$ cat config.mk
export PLATFORM = sky130hd
export DESIGN_NAME = vga_scan_ctrl_flat
export DESIGN_NICKNAME = d
export VERILOG_FILES = /design/src/rtl/vga_scan_ctrl_if.sv /design/src/rtl/vga_scan_ctrl.sv /design/src/flat_wrapper.sv
export SDC_FILE = /design/constraint.sdc
export NUM_CORES = 1
export LEC_CHECK = 0
export CORE_AREA = 2 2 102 104
export CTS_BUF_LIST = sky130_fd_sc_hd__clkbuf_8
export CTS_CLUSTER_DIAMETER = 30
export CTS_CLUSTER_SIZE = 24
export DETAILED_ROUTE_END_ITERATION = 6
export DIE_AREA = 0 0 104 106
export GPL_TIMING_DRIVEN = 0
export HOLD_SLACK_MARGIN = 0.15
export SLEW_MARGIN = 20
export SYNTH_ARGS = -nofsm -noshare
export SYNTH_HDL_FRONTEND = slang
export SYNTH_SLANG_ARGS = --single-unit
$ cat constraint.sdc
create_clock -name clk -period 4.7 [get_ports clk]
set_input_delay 0.94 -clock clk [delete_from_list [all_inputs] [get_ports clk]]
set_output_delay 0.94 -clock clk [all_outputs]
set_load 0.03 [all_outputs]
$ cat src/rtl/vga_scan_ctrl_if.sv
// Command, strobe and scan-position signals between vga_scan_ctrl and the pixel source.
interface vga_scan_ctrl_if;
   logic        start;
   logic        stop;
   logic        pix_valid;
   logic        busy;
   logic        pix_en;
   logic [15:0] h_count;
   logic [15:0] v_count;
   logic        hsync;
   logic        vsync;
   logic        video_on;
   logic        pix_rd;
   logic        frame_start;
   logic        underflow;

   modport master (
      output start, stop, pix_valid,
      input  busy, pix_en, h_count, v_count, hsync, vsync,
      input  video_on, pix_rd, frame_start, underflow
   );

   modport slave (
      input  start, stop, pix_valid,
      output busy, pix_en, h_count, v_count, hsync, vsync,
      output video_on, pix_rd, frame_start, underflow
   );
endinterface

$ cat src/rtl/vga_scan_ctrl.sv
// VGA scan sequencer: pixel-tick divider, h/v scan counters and a start/stop FSM.
// Pixel-underflow reporting is compiled in when VGA_SCAN_UNDERFLOW_EN is defined.
module vga_scan_ctrl #(
   parameter int unsigned CLK_DIV   = 4,
   parameter int unsigned H_VISIBLE = 640,
   parameter int unsigned H_FRONT   = 16,
   parameter int unsigned H_SYNC    = 96,
   parameter int unsigned H_BACK    = 48,
   parameter int unsigned V_VISIBLE = 480,
   parameter int unsigned V_FRONT   = 10,
   parameter int unsigned V_SYNC    = 2,
   parameter int unsigned V_BACK    = 33
) (
   input  logic           clk,
   input  logic           rst,
   vga_scan_ctrl_if.slave bus
);
   // state   | meaning
   // S_IDLE  | counters parked at 0, decode outputs inactive
   // S_RUN   | scanning frames continuously
   // S_DRAIN | still scanning; drops to S_IDLE at the end of the current frame
   typedef enum logic [1:0] {
      S_IDLE  = 2'd0,
      S_RUN   = 2'd1,
      S_DRAIN = 2'd2
   } state_t;

   localparam int unsigned H_TOTAL = H_VISIBLE + H_FRONT + H_SYNC + H_BACK;
   localparam int unsigned V_TOTAL = V_VISIBLE + V_FRONT + V_SYNC + V_BACK;

   localparam logic [15:0] DIV_LAST = 16'(CLK_DIV - 1);
   localparam logic [15:0] H_LAST   = 16'(H_TOTAL - 1);
   localparam logic [15:0] V_LAST   = 16'(V_TOTAL - 1);
   localparam logic [15:0] H_VIS    = 16'(H_VISIBLE);
   localparam logic [15:0] V_VIS    = 16'(V_VISIBLE);
   localparam logic [15:0] HS_BEG   = 16'(H_VISIBLE + H_FRONT);
   localparam logic [15:0] HS_END   = 16'(H_VISIBLE + H_FRONT + H_SYNC);
   localparam logic [15:0] VS_BEG   = 16'(V_VISIBLE + V_FRONT);
   localparam logic [15:0] VS_END   = 16'(V_VISIBLE + V_FRONT + V_SYNC);

   state_t      state_q, state_d;
   logic [15:0] div_q, div_d;
   logic [15:0] h_q, h_d;
   logic [15:0] v_q, v_d;
   logic        busy_q, busy_d;
   logic        pix_en_q, pix_en_d;
   logic        hsync_q, hsync_d;
   logic        vsync_q, vsync_d;
   logic        video_q, video_d;
   logic        pix_rd_q, pix_rd_d;
   logic        fs_q, fs_d;
   logic        tick, eof, go;

   always_comb begin
      tick    = (div_q == DIV_LAST);
      eof     = tick && (h_q == H_LAST) && (v_q == V_LAST);
      go      = bus.start && !bus.stop;
      state_d = state_q;
      div_d   = div_q;
      h_d     = h_q;
      v_d     = v_q;
      fs_d    = 1'b0;

      case (state_q)
         S_IDLE: begin
            if (go) begin
               state_d = S_RUN;
               fs_d    = 1'b1;
            end
         end
         S_RUN, S_DRAIN: begin
            div_d = tick ? 16'd0 : div_q + 16'd1;
            if (tick) begin
               if (h_q == H_LAST) begin
                  h_d = 16'd0;
                  v_d = (v_q == V_LAST) ? 16'd0 : v_q + 16'd1;
               end else begin
                  h_d = h_q + 16'd1;
               end
            end
            // Only a wrap taken in S_RUN announces a new frame; a draining wrap ends the scan.
            if (state_q == S_RUN) begin
               fs_d = eof;
               if (bus.stop) state_d = S_DRAIN;
            end else if (eof) begin
               state_d = S_IDLE;
            end else if (go) begin
               state_d = S_RUN;
            end
         end
         default: begin
            state_d = S_IDLE;
            div_d   = 16'd0;
            h_d     = 16'd0;
            v_d     = 16'd0;
         end
      endcase

      // Decode from next-state values so the registered outputs line up with the counters.
      busy_d   = (state_d != S_IDLE);
      pix_en_d = busy_d && (div_d == DIV_LAST);
      video_d  = busy_d && (h_d < H_VIS) && (v_d < V_VIS);
      hsync_d  = !(busy_d && (h_d >= HS_BEG) && (h_d < HS_END));
      vsync_d  = !(busy_d && (v_d >= VS_BEG) && (v_d < VS_END));
      pix_rd_d = pix_en_d && video_d;
   end

   always_ff @(posedge clk or posedge rst) begin
      if (rst) begin
         state_q  <= S_IDLE;
         div_q    <= 16'd0;
         h_q      <= 16'd0;
         v_q      <= 16'd0;
         busy_q   <= 1'b0;
         pix_en_q <= 1'b0;
         hsync_q  <= 1'b1;
         vsync_q  <= 1'b1;
         video_q  <= 1'b0;
         pix_rd_q <= 1'b0;
         fs_q     <= 1'b0;
      end else begin
         state_q  <= state_d;
         div_q    <= div_d;
         h_q      <= h_d;
         v_q      <= v_d;
         busy_q   <= busy_d;
         pix_en_q <= pix_en_d;
         hsync_q  <= hsync_d;
         vsync_q  <= vsync_d;
         video_q  <= video_d;
         pix_rd_q <= pix_rd_d;
         fs_q     <= fs_d;
      end
   end

`ifdef VGA_SCAN_UNDERFLOW_EN
   logic uf_q, uf_d;

   always_comb begin
      uf_d = uf_q;
      if (state_q == S_IDLE && go) begin
         uf_d = 1'b0;
      end else if (state_q != S_IDLE && pix_rd_q && !bus.pix_valid) begin
         uf_d = 1'b1;
      end
   end

   always_ff @(posedge clk or posedge rst) begin
      if (rst) uf_q <= 1'b0;
      else     uf_q <= uf_d;
   end

   assign bus.underflow = uf_q;
`else
   logic unused_pix_valid;
   assign unused_pix_valid = bus.pix_valid;
   assign bus.underflow    = 1'b0;
`endif

   assign bus.busy        = busy_q;
   assign bus.pix_en      = pix_en_q;
   assign bus.h_count     = h_q;
   assign bus.v_count     = v_q;
   assign bus.hsync       = hsync_q;
   assign bus.vsync       = vsync_q;
   assign bus.video_on    = video_q;
   assign bus.pix_rd      = pix_rd_q;
   assign bus.frame_start = fs_q;
endmodule
$ cat src/flat_wrapper.sv
// flat-port wrapper written by rule: the top's interface ports become plain ports
module vga_scan_ctrl_flat 
#(
   parameter int unsigned CLK_DIV   = 4,
   parameter int unsigned H_VISIBLE = 640,
   parameter int unsigned H_FRONT   = 16,
   parameter int unsigned H_SYNC    = 96,
   parameter int unsigned H_BACK    = 48,
   parameter int unsigned V_VISIBLE = 480,
   parameter int unsigned V_FRONT   = 10,
   parameter int unsigned V_SYNC    = 2,
   parameter int unsigned V_BACK    = 33
)
  (clk, rst, bus_start, bus_stop, bus_pix_valid, bus_busy, bus_pix_en, bus_h_count, bus_v_count, bus_hsync, bus_vsync, bus_video_on, bus_pix_rd, bus_frame_start, bus_underflow);
  vga_scan_ctrl_if bus_i ();
  input  logic clk;
  input  logic rst;
  input wire logic [$bits(bus_i.start)-1:0] bus_start;
  input wire logic [$bits(bus_i.stop)-1:0] bus_stop;
  input wire logic [$bits(bus_i.pix_valid)-1:0] bus_pix_valid;
  output wire logic [$bits(bus_i.busy)-1:0] bus_busy;
  output wire logic [$bits(bus_i.pix_en)-1:0] bus_pix_en;
  output wire logic [$bits(bus_i.h_count)-1:0] bus_h_count;
  output wire logic [$bits(bus_i.v_count)-1:0] bus_v_count;
  output wire logic [$bits(bus_i.hsync)-1:0] bus_hsync;
  output wire logic [$bits(bus_i.vsync)-1:0] bus_vsync;
  output wire logic [$bits(bus_i.video_on)-1:0] bus_video_on;
  output wire logic [$bits(bus_i.pix_rd)-1:0] bus_pix_rd;
  output wire logic [$bits(bus_i.frame_start)-1:0] bus_frame_start;
  output wire logic [$bits(bus_i.underflow)-1:0] bus_underflow;
  assign bus_i.start = bus_start;
  assign bus_i.stop = bus_stop;
  assign bus_i.pix_valid = bus_pix_valid;
  assign bus_busy = bus_i.busy;
  assign bus_pix_en = bus_i.pix_en;
  assign bus_h_count = bus_i.h_count;
  assign bus_v_count = bus_i.v_count;
  assign bus_hsync = bus_i.hsync;
  assign bus_vsync = bus_i.vsync;
  assign bus_video_on = bus_i.video_on;
  assign bus_pix_rd = bus_i.pix_rd;
  assign bus_frame_start = bus_i.frame_start;
  assign bus_underflow = bus_i.underflow;
  vga_scan_ctrl #(.CLK_DIV(CLK_DIV), .H_VISIBLE(H_VISIBLE), .H_FRONT(H_FRONT), .H_SYNC(H_SYNC), .H_BACK(H_BACK), .V_VISIBLE(V_VISIBLE), .V_FRONT(V_FRONT), .V_SYNC(V_SYNC), .V_BACK(V_BACK)) u_core (.clk(clk), .rst(rst), .bus(bus_i));
endmodule
**Word level (Yosys, flattened, before mapping)**

Cells that the tools add are included.

- Register bits after elaboration: 57
- Input port bits: 5

- Reduce and logical (&&, ||, !) cells: 17
- Equality and inequality tests: 6
- Add/sub/neg operators: 3
- Order comparisons: 6
- Multiplexer cells: 17

Operator list:

| kind | count |
|---|---|
| 2-to-1 mux 16 bit | 6 |
| case mux 16 bit (2 select lines) | 3 |
| adder 16 x 1 -> 16 bit, second input constant | 3 |
| equality test 16 x 10 -> 1 bit, second input constant | 2 |
| equality test 16 x 2 -> 1 bit, second input constant | 2 |
| < comparator 16 x 10 -> 1 bit, second input constant | 2 |
| < comparator 16 x 9 -> 1 bit, second input constant | 2 |
| >= comparator 16 x 10 -> 1 bit, second input constant | 1 |
| >= comparator 16 x 9 -> 1 bit, second input constant | 1 |
| logical AND 1 bit | 11 |
| 2-to-1 mux 2 bit | 4 |
| case mux 2 bit (2 select lines) | 1 |
| logical NOT 1 bit | 3 |
| equality test 2 x 1 -> 1 bit, second input constant | 1 |
| equality test 2 bit, second input constant | 1 |
| logical NOT 2 bit | 1 |
| 2-to-1 mux 1 bit | 2 |
| case mux 1 bit (2 select lines) | 1 |
| nonzero test 2 bit | 1 |
| OR reduction 2 bit | 1 |

**Depth between registers and ports, before layout**

Gate-level depths: netlist of the first run.

- Depth after elaboration: 10
- Gate-level depth with buffers: 12
- Mapped depth without buffers: 10

**Worst setup path before layout of the first run**

No wires, ideal clock.

- Path type: register to register
- Start: reg u_core.h_q[0] (netlist: u_core.bus.h_count[0])
- End: reg u_core.pix_rd_q (netlist: u_core.bus.pix_rd)
- Stages on the path, launching flop included: 11
- Arrival time: 2.992 ns
- Data required time: 4.589 ns
- Path buffers: 1
- Clock period less this slack: 3.103 ns
- Slack: 1.597 ns
- Setup time: 0.111 ns
- Path through: dfrtp_1 > ha_1 > and4_1 > clkbuf_1 > nand4_2 > nor3_1 > a21o_2 > a31oi_1 > nor3_1 > o2111ai_1 > a2111oi_2

- Longest elaborated chain between the ends: 10
- Elaborated cells between the ends (all ways): 20
- Those cells by class: add/sub: 1; order compare: 2; eq/ne: 1; mux: 9; reduce/logical: 7

Ends and longest elaborated chain:

| what | RTL line | text |
|---|---|---|
| start, declared | vga_scan_ctrl.sv:43 | `logic [15:0] h_q, h_d;` |
| start signal, assigned | vga_scan_ctrl.sv:112 | `h_q <= 16'd0;` |
| start signal, assigned | vga_scan_ctrl.sv:124 | `h_q <= h_d;` |
| parallel branches: the longest is 9 deep, another holds adder 16 x 1 -> 16 bit | - |  |
| logical AND 1 bit * | vga_scan_ctrl.sv:105 | `pix_rd_d = pix_en_d && video_d;` |
| named net u_core.pix_rd_d | vga_scan_ctrl.sv:50 | `logic pix_rd_q, pix_rd_d;` |
| end signal, assigned | vga_scan_ctrl.sv:131 | `pix_rd_q <= pix_rd_d;` |
| end, declared | vga_scan_ctrl.sv:50 |  |

Mark *: on every way through the listed nets, which the timed path passes.

**Worst setup path in the final report of the first run**

Ends and elaborated chain as after synthesis.

==> results of run 1 <==
-- flip-flops by register name, indices dropped and copies added, names as in the netlist --
signal / flops
u_core.bus.v_count: 16
u_core.state_q: 2
u_core.div_q: 16
u_core.bus.pix_en: 1
u_core.bus.vsync: 1
u_core.bus.pix_rd: 1
u_core.bus.frame_start: 1
u_core.bus.video_on: 1
u_core.bus.h_count: 16
u_core.bus.hsync: 1
u_core.bus.busy: 1
-- routing by layer --
metal,global-route usage,wire (um),vias to the layer above
met3,0.0405,1020,12
met1,0.330,5670,1948
met5,0,0,-
met2,0.364,5730,181
met4,0.0695,156,0
li1,-,-,1845
-- placed cells by master (no fill, tap or decap), types with 8 or more instances in the layout --
cell type | synthesis | routed
nor2_1 | 34 | 34
nand4_1 | 13 | 13
dfrtp_1 | 55 | 55
inv_1 | 15 | 15
o21ai_0 | 27 | 27
a21oi_1 | 29 | 29
clkbuf_1 | 17 | 17
nor3_1 | 25 | 25
clkbuf_8 | 0 | 10
nor4_1 | 9 | 9
clkdlybuf4s50_1 | 0 | 42
nand2_1 | 41 | 41
nand3_1 | 19 | 19
a31oi_1 | 8 | 8
-- worst max-delay path, stage by stage (launching register included) --
cell	delay [ns]
dfrtp_1	0.45
ha_1	0.25
and4_1	0.21
clkbuf_1	0.28
nand4_2	0.29
nor3_1	0.80
a21o_2	0.23
a31oi_1	0.10
nor3_1	0.51
o2111ai_1	0.33
a2111oi_2	0.41
-- worst max path at each step --
stage                               start                 to  slack (ns)  cells after the start
floorplan           u_core.bus.h_count[0]  u_core.bus.pix_rd        1.60                     10
global placement    u_core.bus.h_count[0]  u_core.bus.pix_rd        0.91                     10
detailed placement  u_core.bus.h_count[0]  u_core.bus.pix_rd        0.87                     10
CTS                 u_core.bus.h_count[0]  u_core.bus.pix_rd        0.85                     10
global route              u_core.div_q[0]  u_core.bus.pix_rd        0.55                      9
finish              u_core.bus.h_count[0]  u_core.bus.pix_rd        0.72                     10
-- cell type report --
cell class / instances / area, um^2 / share of cell area
flip-flops and latches: 57 / 1430 / 0.306
well taps: 136 / 170 / 0.0365
repair buffers: 43 / 440 / 0.0945
clock inverters: 6 / 60.1 / 0.0129
multi-input cells: 349 / 2210 / 0.475
inverters: 15 / 58.8 / 0.0126
clock buffers: 10 / 138 / 0.0295
plain buffers: 29 / 153 / 0.0327
-- cells by family after synthesis --
kind of cell | after synthesis | share of synthesized area
buffers and inverters | 44 | 0.0543
other | 1 | 0.000974
adder cells (fa/ha/maj) | 7 | 0.0227
AND/OR/NAND/NOR | 198 | 0.288
AO/OA/AOI/OAI | 137 | 0.250
XOR/XNOR | 6 | 0.0136
flip-flops | 57 | 0.371
-- power by group --
group | switching (mW) | total (mW) | internal [mW] | leakage (nW)
logic | 0.860 | 1.25 | 0.391 | 0.946
clock network | 0.216 | 0.472 | 0.256 | 0.103
registers | 0.0394 | 0.578 | 0.539 | 0.778
==> results.tsv, run 1 <==
metric	value	unit
outcome	finished, final reports clean	
synth_edf_count	0	
ys_top_cells_by_count	dfrtp_1 (55), nand2_1 (41), nor2_1 (34)	
regToRegSetupSlack	0.72	ns
yosysSeqAreaShare	0.371	
layout_setup_ws	0.723	ns
antenna_found_initial	0	
clock_path_buffers	2	
netlist_area	0.00385	mm^2
postCtsSetupBuffers	0	
vias	3986	
period_share	0.846	
post-route-min-period	3.98	ns
yosysTopAreaCellShare	0.357	
fin_area	0.00466	mm^2
fmax	0.251	GHz
io_buffers	42	
r2r_end	u_core.bus.pix_rd	
ctsHoldBuffers	0	
critPathRequiredTime	4.94	ns
worstPathMaxFanout	7	
synthArstFlopShare	1.00	
start_util	0.385	
drt-total-wl	12.6	mm
fp.dieH	106	um
grt_pass1_wl	20.3	mm
syn_area_per_cell	8.56	um^2
postPlaceCellArea	0.00446	mm^2
hold_path_depth	2	
core_area	0.0100	mm^2
antenna_left	0	
dp_cells	629	
cts.repair.resized	0	
hold_slack	0.586	ns
peakVddDrop	230	uV
yosysMostFrequentCell	dfrtp_1	
nFillCells	1010	
area_growth	21.1	%
synth_cells	450	
r2r-start	u_core.bus.h_count[0]	
p_total	2.30	mW
hold_class	reg2reg	
hold_viol_final	0	
slew_viol_final	0	
reg2regPathDepth	10	
wl_per_cell	19.5	um
rsz0062_at_grt	false	
grt_pass1_vias	3764	
row_count	37	
holdPathEnd	u_core.bus.h_count[1]	
die_area	0.0110	mm^2
insertion_delay	0.35	ns
worstPathArrival	4.21	ns
syn-num-nets	462	
drive_gt1_frac	0.0943	
crit_type	reg2reg	
worstMarginPinSlew	0.906	ns
relSlewSlack	0.396	
clk_pin_slew	0.07	ns
startpoint_type	flip-flop	
synth_top_flop_cell	dfrtp_1	
drc_errors	0	
gp_congestion	0.889	
cts_tree	done	
io_pins	45	
cap_violations	0	
final_nets	516	
root_buffer	clkbuf_8	
tns	0	ns
drt-initial-drc-count	336	
synth.largest_area_cell	dfrtp_1	
track_usage	0.233	
ys_warn_count	0	
clock_skew	0.0171	ns
postLayoutCoreUtil	0.466	
stdcell_count	645	
post-place-ws	0.867	ns
die_width	104	um
cts-htree-levels	3	
cts_sinks	57	
viasPerCell	6.18	
insertedDiodeCount	0	
finalSetupViolCount	0	
dp_hpwl	8.87	mm
overflow	0	
end_kind	flip-flop	
power_density	494	mW/mm^2
p_leak	1.83	nW
yosys.cell_types.count	72	
yosys_register_bits	57	
grt_max_degree	31	
first_pass_iters	6	
min_from	u_core.bus.h_count[1]	
ys_top_cells_by_area	dfrtp_1 (36%), nand2_1 (4.0%), a21oi_1 (3.8%), o21ai_0 (3.5%), nor2_1 (3.3%)	
numCtsBuffers	9	
Note: power is estimated with default switching activity, not from simulation.
==> run 2, diff against run 1 <==
==> constraint.sdc (replaced) <==
create_clock -name clk -period 3.3 [get_ports clk]
set_input_delay 0.66 -clock clk [delete_from_list [all_inputs] [get_ports clk]]
set_output_delay 0.66 -clock clk [all_outputs]
set_load 0.03 [all_outputs]
==> run 2 against run 1 <==
Wire length rose by 2.1%. Hold slack lost 0.0079 ns. Power up 51%. Final cell count increased by 0.62%. Via count is 2.0% higher. Clock power grew 44%. Critical path type unchanged. Largest power group unchanged. Highest routed layer unchanged.
==> results.tsv, run 2 (synthesized netlist as in run 1, its figures left out) <==
metric	value	unit	change
post-route-min-period	3.15	ns	-0.823 ns
worstMarginPinSlew	0.680	ns	-0.226 ns
ctsHoldBuffers	0		unchanged
clock_path_buffers	2		unchanged
numCtsBuffers	9		unchanged
insertion_delay	0.35	ns	about the same
worstPathArrival	3.39	ns	-0.82 ns
dp_hpwl	8.87	mm	unchanged
clk_pin_slew	0.07	ns	about the same
drt-total-wl	12.8	mm	+2.1%
cp_slowest_stage_delay	0.55	ns	-0.25 ns
path_cells	ha_1, and4_4, nand4_4, o41a_1, a21oi_1, or4_1, or4_4, a2111oi_2		
peakVddDrop	303	uV	+32%
first_pass_iters	5		-1
grt_max_degree	31		unchanged
antenna_left	0		unchanged
tns	0	ns	unchanged
start_util	0.385		unchanged
critPathRequiredTime	3.54	ns	-1.40 ns
power_density	711	mW/mm^2	+44%
hold_path_depth	2		unchanged
p_leak	1.93	nW	+5.7%
fmax	0.317	GHz	+26%
p_total	3.48	mW	+51%
nFillCells	1002		-0.79%
relSlewSlack	0.547		+0.151
cts_tree	done		
drc_errors	0		unchanged
die_area	0.0110	mm^2	unchanged
cts-htree-levels	3		unchanged
wl_per_cell	19.8	um	+1.5%
regToRegSetupSlack	0.15	ns	-0.58 ns
end_kind	flip-flop		
fin_area	0.00489	mm^2	+4.9%
cap_violations	0		unchanged
io_pins	45		unchanged
overflow	0		unchanged
reg2regPathDepth	8		-2
crit_type	reg2reg		
r2r-start	u_core.bus.h_count[0]		
area_growth	27.0	%	
row_count	37		unchanged
final_nets	520		+0.78%
cts_sinks	57		unchanged
antenna_found_initial	0		unchanged
hold_class	reg2reg		
grt_pass1_vias	3819		+1.5%
vias	4066		+2.0%
core_area	0.0100	mm^2	unchanged
drive_gt1_frac	0.156		+0.0616
drt-initial-drc-count	344		+2.4%
period_share	0.956		+0.110
layout_common_cells	dfrtp_1 (52), clkdlybuf4s50_1 (42), nand2_1 (41)		
die_width	104	um	unchanged
min_from	u_core.bus.h_count[1]		
slowest_stage	or4_4		
track_usage	0.234		+0.00132
insertedDiodeCount	0		unchanged
io_buffers	42		unchanged
r2r_end	u_core.bus.pix_rd		
postPlaceCellArea	0.00446	mm^2	unchanged
finalSetupViolCount	0		unchanged
viasPerCell	6.27		+1.4%
worstPathMaxFanout	7		unchanged
hold_viol_final	0		unchanged
gp_congestion	0.889		unchanged
startpoint_type	flip-flop		
outcome	finished, final reports clean		
fp.dieH	106	um	unchanged
slew_viol_final	0		unchanged
root_buffer	clkbuf_8		
final_common_cell	dfrtp_1		
holdPathEnd	u_core.bus.h_count[1]		
clock_skew	0.0189	ns	+0.00177 ns
grt_pass1_wl	20.4	mm	+0.51%
[run 2: cell types whose count changed in the layout (fill, tap and decap cells not counted), moves of 4 or more]
cell and change:
nor4_4 +4, buf_4 +8, clkbuf_1 -7, nor3_2 +4, nor3_1 -6
[run 2: layout make-up]
class	count	area [um^2]	area share
Buffer	25	149	0.0305
Clock buffer	10	138	0.0281
Clock inverter	6	60.1	0.0123
Inverter	15	58.8	0.0120
Multi-Input combinational cell	349	2380	0.487
Sequential cell	57	1430	0.293
Tap cell	136	170	0.0348
Timing Repair Buffer	51	500	0.102
[run 2: worst max-delay path by stage]
stage	from	to	slack (ns)	cells after the start
3_5_place_dp	u_core.bus.h_count[0]	u_core.bus.pix_rd	-0.53	10
5_1_grt	u_core.div_q[6]	u_core.bus.pix_rd	-0.008	8
4_1_cts	u_core.state_q[0]	u_core.bus.pix_rd	-0.02	11
2_1_floorplan	u_core.bus.h_count[0]	u_core.bus.pix_rd	0.20	10
6_report	u_core.bus.h_count[0]	u_core.bus.pix_rd	0.15	8
3_3_place_gp	u_core.bus.h_count[0]	u_core.bus.pix_rd	-0.49	10
[run 2: routing by layer]
metal  global-route usage  share of wire
met3               0.0435          0.074
met4               0.0763          0.014
met1                0.330           0.46
met5                    0              0
met2                0.363           0.45
[run 2: critical path: cells and delay by family, from the launching register on]
family / cells / cell delay, ns
compound gates: 3 / 0.85
fa+ha+maj: 1 / 0.26
flops: 1 / 0.45
simple gates: 4 / 1.49
[run 2: repair_timing]
action                     CTS  global route
gates resized for setup     15            26
setup endpoints to repair    4            13
buffers inserted             1             7
pin swaps                    1             6
[run 2: report_power, final]
group          switching (mW)  internal, mW
clock                   0.313         0.365
combinational            1.28         0.685
sequential             0.0636         0.770
total                    1.66          1.82
[run 2: per-stage QoR]
step                worst slack [ns]  hold slack, ns  std cells   util
floorplan                      0.197           0.533        450      -
global placement              -0.494           0.576        628  0.444
detailed placement            -0.533           0.577        629  0.446
CTS                          -0.0231           0.585        645  0.473
global route                -0.00825           0.618        649  0.489
finish                         0.146           0.578        649  0.489
